## config.mk

```make
export PLATFORM = sky130hd
export DESIGN_NAME = circle_plotter_param
export DESIGN_NICKNAME = d
export VERILOG_FILES = /design/src/rtl/circle_plotter_param.sv
export SDC_FILE = /design/constraint.sdc
export NUM_CORES = 1
export LEC_CHECK = 0
export ABC_AREA = 0
export CAP_MARGIN = 30
export CORE_ASPECT_RATIO = 2
export CORE_UTILIZATION = 35
export CTS_CLUSTER_DIAMETER = 120
export DETAILED_ROUTE_END_ITERATION = 7
export SETUP_SLACK_MARGIN = 0.2
export SLEW_MARGIN = 20
export SYNTH_ARGS = -nofsm -noshare
export SYNTH_HDL_FRONTEND = slang
export SYNTH_SLANG_ARGS = --single-unit
```

## constraint.sdc

```tcl
create_clock -name clk -period 5.35 [get_ports clk]
set_clock_uncertainty 0.15 [all_clocks]
set_input_delay 1.07 -clock clk [delete_from_list [all_inputs] [get_ports clk]]
set_output_delay 1.07 -clock clk [all_outputs]
set_load 0.05 [all_outputs]
```

## src/rtl/circle_plotter_param.sv

```systemverilog
// Parametrised midpoint-circle plotter driving the VGA adapter write port, with clipping.
// Optional pre-draw screen clear is built when CIRCLE_CLEAR_SCREEN_EN is defined.
module circle_plotter_param #(
  parameter int SCREEN_W = 160,
  parameter int SCREEN_H = 120,
  parameter int X_W      = 8,
  parameter int Y_W      = 7,
  parameter int R_W      = 8,
  parameter int COLOUR_W = 3
) (
  input  logic                clk,
  input  logic                rst,
  input  logic                start,
  input  logic [X_W-1:0]      centre_x,
  input  logic [Y_W-1:0]      centre_y,
  input  logic [R_W-1:0]      radius,
  input  logic [COLOUR_W-1:0] colour,
  output logic                busy,
  output logic                done,
  output logic [X_W-1:0]      vga_x,
  output logic [Y_W-1:0]      vga_y,
  output logic [COLOUR_W-1:0] vga_colour,
  output logic                vga_plot
);

  localparam int C_W = ((X_W > Y_W) ? X_W : Y_W) + 2;
  localparam int O_W = R_W + 2;
  localparam int K_W = R_W + 3;

  localparam logic [2:0] S_IDLE   = 3'd0;
`ifdef CIRCLE_CLEAR_SCREEN_EN
  localparam logic [2:0] S_CLEAR  = 3'd1;
`endif
  localparam logic [2:0] S_PLOT   = 3'd2;
  localparam logic [2:0] S_UPDATE = 3'd3;
  localparam logic [2:0] S_DONE   = 3'd4;

  localparam logic signed [O_W-1:0] O_ONE  = O_W'(1);
  localparam logic signed [O_W-1:0] O_ZERO = O_W'(0);
  localparam logic signed [K_W-1:0] K_ONE  = K_W'(1);
  localparam logic signed [K_W-1:0] K_ZERO = K_W'(0);
  localparam logic signed [C_W-1:0] C_ZERO = C_W'(0);
  localparam logic signed [C_W-1:0] C_SW   = C_W'(SCREEN_W);
  localparam logic signed [C_W-1:0] C_SH   = C_W'(SCREEN_H);

  function automatic logic signed [K_W-1:0] to_k(input logic signed [O_W-1:0] v);
    return $signed({v[O_W-1], v});
  endfunction

  function automatic logic signed [C_W-1:0] to_c(input logic signed [O_W-1:0] v);
    return C_W'(v);
  endfunction

  logic [2:0]              state_r, state_nxt_s;
  logic [2:0]              oct_r, oct_nxt_s;
  logic signed [O_W-1:0]   ox_r, ox_nxt_s, oy_r, oy_nxt_s;
  logic signed [K_W-1:0]   crit_r, crit_nxt_s;
  logic [X_W-1:0]          cx_r, cx_nxt_s;
  logic [Y_W-1:0]          cy_r, cy_nxt_s;
  logic [COLOUR_W-1:0]     col_r, col_nxt_s;
`ifdef CIRCLE_CLEAR_SCREEN_EN
  logic [X_W-1:0]          clr_x_r, clr_x_nxt_s;
  logic [Y_W-1:0]          clr_y_r, clr_y_nxt_s;
`endif

  logic signed [O_W-1:0]   upd_ox_s, upd_oy_s;
  logic signed [K_W-1:0]   upd_crit_s;
  logic signed [C_W-1:0]   dx_s, dy_s, px_s, py_s;
  logic                    on_screen_s;
  logic [X_W-1:0]          vx_nxt_s;
  logic [Y_W-1:0]          vy_nxt_s;
  logic [COLOUR_W-1:0]     vc_nxt_s;
  logic                    plot_nxt_s, busy_nxt_s, done_nxt_s;

  // Midpoint step: oy advances every iteration, ox only when the decision is positive
  always_comb begin
    upd_oy_s   = oy_r + O_ONE;
    upd_ox_s   = ox_r;
    upd_crit_s = crit_r;
    if ((crit_r[K_W-1] == 1'b1) || (crit_r == K_ZERO)) begin
      upd_ox_s   = ox_r;
      upd_crit_s = crit_r + (to_k(upd_oy_s) <<< 1) + K_ONE;
    end else begin
      upd_ox_s   = ox_r - O_ONE;
      upd_crit_s = crit_r + (to_k(upd_oy_s - upd_ox_s) <<< 1) + K_ONE;
    end
  end

  // Next-state and next-counter logic
  always_comb begin
    state_nxt_s = state_r;
    oct_nxt_s   = oct_r;
    ox_nxt_s    = ox_r;
    oy_nxt_s    = oy_r;
    crit_nxt_s  = crit_r;
    cx_nxt_s    = cx_r;
    cy_nxt_s    = cy_r;
    col_nxt_s   = col_r;
`ifdef CIRCLE_CLEAR_SCREEN_EN
    clr_x_nxt_s = clr_x_r;
    clr_y_nxt_s = clr_y_r;
`endif
    case (state_r)
      S_IDLE: begin
        if (start) begin
          cx_nxt_s   = centre_x;
          cy_nxt_s   = centre_y;
          col_nxt_s  = colour;
          ox_nxt_s   = $signed({2'b00, radius});
          oy_nxt_s   = O_ZERO;
          crit_nxt_s = K_ONE - $signed({3'b000, radius});
          oct_nxt_s  = 3'd0;
`ifdef CIRCLE_CLEAR_SCREEN_EN
          clr_x_nxt_s = {X_W{1'b0}};
          clr_y_nxt_s = {Y_W{1'b0}};
          state_nxt_s = S_CLEAR;
`else
          state_nxt_s = S_PLOT;
`endif
        end else begin
          state_nxt_s = S_IDLE;
        end
      end
`ifdef CIRCLE_CLEAR_SCREEN_EN
      S_CLEAR: begin
        if (clr_x_r == X_W'(SCREEN_W - 1)) begin
          clr_x_nxt_s = {X_W{1'b0}};
          if (clr_y_r == Y_W'(SCREEN_H - 1)) begin
            clr_y_nxt_s = {Y_W{1'b0}};
            state_nxt_s = S_PLOT;
          end else begin
            clr_y_nxt_s = clr_y_r + Y_W'(1);
          end
        end else begin
          clr_x_nxt_s = clr_x_r + X_W'(1);
        end
      end
`endif
      S_PLOT: begin
        oct_nxt_s = oct_r + 3'd1;
        if (oct_r == 3'd7) begin
          state_nxt_s = S_UPDATE;
        end else begin
          state_nxt_s = S_PLOT;
        end
      end
      S_UPDATE: begin
        ox_nxt_s   = upd_ox_s;
        oy_nxt_s   = upd_oy_s;
        crit_nxt_s = upd_crit_s;
        oct_nxt_s  = 3'd0;
        if (upd_oy_s <= upd_ox_s) begin
          state_nxt_s = S_PLOT;
        end else begin
          state_nxt_s = S_DONE;
        end
      end
      S_DONE: begin
        if (start) begin
          state_nxt_s = S_DONE;
        end else begin
          state_nxt_s = S_IDLE;
        end
      end
      default: state_nxt_s = S_IDLE;
    endcase
  end

  // Octant pixel for the next cycle; odd octants swap ox/oy, octants 2..5 mirror x, 4..7 mirror y
  always_comb begin
    dx_s = oct_nxt_s[0] ? to_c(oy_nxt_s) : to_c(ox_nxt_s);
    dy_s = oct_nxt_s[0] ? to_c(ox_nxt_s) : to_c(oy_nxt_s);
    if ((oct_nxt_s[2] ^ oct_nxt_s[1]) == 1'b1) begin
      px_s = $signed(C_W'(cx_nxt_s)) - dx_s;
    end else begin
      px_s = $signed(C_W'(cx_nxt_s)) + dx_s;
    end
    if (oct_nxt_s[2] == 1'b1) begin
      py_s = $signed(C_W'(cy_nxt_s)) - dy_s;
    end else begin
      py_s = $signed(C_W'(cy_nxt_s)) + dy_s;
    end
    on_screen_s = (px_s >= C_ZERO) && (px_s < C_SW) && (py_s >= C_ZERO) && (py_s < C_SH);
  end

  // Output decode from the next state so the ports can be registered without adding latency
  always_comb begin
    vx_nxt_s   = {X_W{1'b0}};
    vy_nxt_s   = {Y_W{1'b0}};
    vc_nxt_s   = {COLOUR_W{1'b0}};
    plot_nxt_s = 1'b0;
    busy_nxt_s = 1'b0;
    done_nxt_s = 1'b0;
    case (state_nxt_s)
`ifdef CIRCLE_CLEAR_SCREEN_EN
      S_CLEAR: begin
        vx_nxt_s   = clr_x_nxt_s;
        vy_nxt_s   = clr_y_nxt_s;
        plot_nxt_s = 1'b1;
        busy_nxt_s = 1'b1;
      end
`endif
      S_PLOT: begin
        vx_nxt_s   = px_s[X_W-1:0];
        vy_nxt_s   = py_s[Y_W-1:0];
        vc_nxt_s   = col_nxt_s;
        plot_nxt_s = on_screen_s;
        busy_nxt_s = 1'b1;
      end
      S_UPDATE: busy_nxt_s = 1'b1;
      S_DONE:   done_nxt_s = 1'b1;
      default:  busy_nxt_s = 1'b0;
    endcase
  end

  // Engine state and latched operands
  always_ff @(posedge clk or posedge rst) begin
    if (rst) begin
      state_r <= S_IDLE;
      oct_r   <= 3'd0;
      ox_r    <= O_ZERO;
      oy_r    <= O_ZERO;
      crit_r  <= K_ZERO;
      cx_r    <= {X_W{1'b0}};
      cy_r    <= {Y_W{1'b0}};
      col_r   <= {COLOUR_W{1'b0}};
`ifdef CIRCLE_CLEAR_SCREEN_EN
      clr_x_r <= {X_W{1'b0}};
      clr_y_r <= {Y_W{1'b0}};
`endif
    end else begin
      state_r <= state_nxt_s;
      oct_r   <= oct_nxt_s;
      ox_r    <= ox_nxt_s;
      oy_r    <= oy_nxt_s;
      crit_r  <= crit_nxt_s;
      cx_r    <= cx_nxt_s;
      cy_r    <= cy_nxt_s;
      col_r   <= col_nxt_s;
`ifdef CIRCLE_CLEAR_SCREEN_EN
      clr_x_r <= clr_x_nxt_s;
      clr_y_r <= clr_y_nxt_s;
`endif
    end
  end

  // Registered output ports
  always_ff @(posedge clk or posedge rst) begin
    if (rst) begin
      vga_x      <= {X_W{1'b0}};
      vga_y      <= {Y_W{1'b0}};
      vga_colour <= {COLOUR_W{1'b0}};
      vga_plot   <= 1'b0;
      busy       <= 1'b0;
      done       <= 1'b0;
    end else begin
      vga_x      <= vx_nxt_s;
      vga_y      <= vy_nxt_s;
      vga_colour <= vc_nxt_s;
      vga_plot   <= plot_nxt_s;
      busy       <= busy_nxt_s;
      done       <= done_nxt_s;
    end
  end

endmodule

```

==> flow_summary.json <==
{
  "synthesis.nets": 858,
  "die_w_um": 99.3,
  "holdCritStartpoint": "col_r[0]",
  "postSynthAreaPerCell_um2": 8.66,
  "dr.pass1.iters": 5,
  "worst_pin_slew_ns": 0.720,
  "wirelength_um": 19800,
  "nets": 952,
  "post-route-cell-area_um2": 8130,
  "vias": 5959,
  "synth-seq-area-share_pct": 28.7,
  "critPathRequiredTime_ns": 5.48,
  "overflow": 0,
  "port_buffers": 49,
  "cts_sinks": 76,
  "yosysWarnings": 0,
  "root_buffer": "clkbuf_16",
  "path_class": "reg -> reg",
  "synth_edf_count": 0,
  "final_cells": 1080,
  "htree_levels": 3,
  "period_minus_slack_ns": 4.79,
  "reg2reg_slack_ns": 0.56,
  "area_growth_pct": 22.8,
  "min_path_type": "reg -> reg",
  "worstHoldPathCells": 2,
  "track_usage_pct": 21.5,
  "place_hpwl_um": 15800,
  "n_fill_cell": 1861,
  "synth_top_cell_by_area": "dfrtp_1",
  "critical_path_peak_fanout": 16,
  "setup_ws_ns": 0.564,
  "hold_viol": 0,
  "dp.cells": 1060,
  "syn-cell-area_um2": 6620,
  "num_antenna_cells": 0,
  "fin_crit_sh_pct": 89.5,
  "rsz0062_at_grt": "false",
  "final_cell_mix": "98 x nand2_1, 76 x dfrtp_1, 64 x buf_4",
  "start_util_pct": 36.0,
  "relSlewSlack_pct": 51.8,
  "first_iter_violations": 263,
  "vias_per_cell": 5.52,
  "die_area_um2": 19500,
  "path_clk_slew_ns": 0.06,
  "cts_tree": "yes",
  "synth_top_area_share_pct": 28.7,
  "reg2reg_from": "crit_r[1]",
  "yosysUniqueCellTypes": 87,
  "async_reset_ff_share_pct": 100,
  "clock_latency_ns": 0.35,
  "setup_viol": 0,
  "gp_congestion": 0.897,
  "synth_seq_cells": 76,
  "crit_arrival_ns": 4.92,
  "core-area_um2": 18400,
  "final_layout_size_suffix_gt1_share_pct": 15.5,
  "cts_buffers": 9,
  "placed_cell_area_um2": 7720,
  "post-place-ws_ns": -0.265,
  "cts_hold_buffers": 0,
  "max_freq_mhz": 209,
  "cap_violations": 0,
  "finalSetupTns_ns": 0,
  "r2r_end": "vga_plot",
  "grt_pass1_wl_um": 31800,
  "clk_path_buf_depth": 2,
  "rows": 70,
  "layout_commonest_cell": "nand2_1",
  "grt_max_degree": 35,
  "drv_slew": 0,
  "crit_path_end_kind": "register",
  "io_pins": 50,
  "antenna_left": 0,
  "drt-wirelength-per-cell_um": 18.3,
  "status": "completed",
  "hold_end": "col_r[0]",
  "synth_cells": 765,
  "die_h_um": 197,
  "start_kind": "register",
  "synth-main-ff-cell": "dfrtp_1",
  "yosys-top-cells-area": "dfrtp_1 29%, ha_1 11%, xnor2_1 6.5%",
  "route.detailed.drc": 0,
  "reg2reg_depth": 16,
  "first_global_vias": 6258,
  "antenna_found_initial": 0
}
## worst max-delay path: stages, from the launching register on
cell and delay [ns]:
dfrtp_1 0.47, or4_4 0.63, o31ai_4 0.24, buf_4 0.30, nor2_1 0.06, a21oi_1 0.12, ha_1 0.25, nor2b_1 0.13
o21a_1 0.16, o211ai_1 0.29, a21oi_1 0.13, o21ai_0 0.16, a31oi_1 0.28, nand2b_1 0.29, a211o_1 0.57, nor3_1 0.28
o211a_1 0.17
## cells by family (layout without fill, tap and decap cells)
group / count (synthesis) / in the layout / share of synthesized area, %
AOI/OAI and AO/OA: 207 / 207 / 21.6
xor gates and xnor gates: 80 / 80 / 10.9
adders and majority gates: 64 / 64 / 12.7
buffers and inverters: 75 / 174 / 4.57
DFF: 76 / 76 / 28.7
muxes: 16 / 16 / 2.70
and+or+nand+nor: 247 / 247 / 18.8
## synthesized netlist by cell type, types with 4 or more instances
library cell	n
nor2_1	46
buf_2	8
o21ai_0	33
o31ai_1	7
dfrtp_1	76
a31oi_1	16
nand2b_1	9
o21bai_1	9
a21oi_1	56
and2_1	5
mux2_2	5
xnor2_1	49
inv_1	42
o22ai_1	6
fa_1	5
a21o_1	15
xor2_1	29
a22o_1	4
nor3_1	23
ha_1	59
mux2i_1	10
nand3_1	9
and3_1	6
clkbuf_1	18
nor2b_1	16
o21a_1	8
a211oi_1	5
nand2_1	98
## registers in the layout, indices dropped and copies added (netlist names), 3 cells and up
name and cells:
crit_r 11, ox_r 10, oy_r 10, cx_r 8, vga_x 8, cy_r 7
vga_y 7, col_r 3, oct_r 3, state_r 3, vga_colour 3
## layer usage
layer	global-route usage, %	part of all wire (%)
met1	20.0	34
met2	42.2	57
met3	1.95	2.2
met4	15.7	7.2
met5	0	0
## how the worst max path moves through the flow
stage               slack, ns       from  endpoint
floorplan                0.42      start  vga_plot
global placement        -0.23      start  vga_plot
detailed placement      -0.27      start  vga_plot
CTS                      0.23      start  vga_plot
global route             0.33    ox_r[0]  vga_plot
finish                   0.56  crit_r[1]  vga_plot
## what timing repair did
item,CTS,global route
gates cloned,0,0
gates resized for setup,6,13
pin swaps,0,5
setup buffers,0,4
endpoints found under the setup margin,1,2
## layout make-up
type	instances	area (um2)	area share (%)
clock buffers	9	225	2.77
clock inverters	7	115	1.42
inverters	44	166	2.05
multi-input cells	614	4460	54.8
flip-flops and latches	76	1900	23.4
well taps	216	270	3.32
repair buffers	114	993	12.2
## stage by stage
| step | util, % | hold slack [ns] |
|---|---|---|
| finish | 44.2 | 0.324 |
| global route | 44.2 | 0.362 |
| CTS | 43.9 | 0.327 |
| detailed placement | 42.0 | 0.312 |
| global placement | 41.9 | 0.304 |
| floorplan | - | 0.289 |
Power is not shown: default switching activity piles up to over one toggle a cycle in this logic, so the estimate is an artifact.
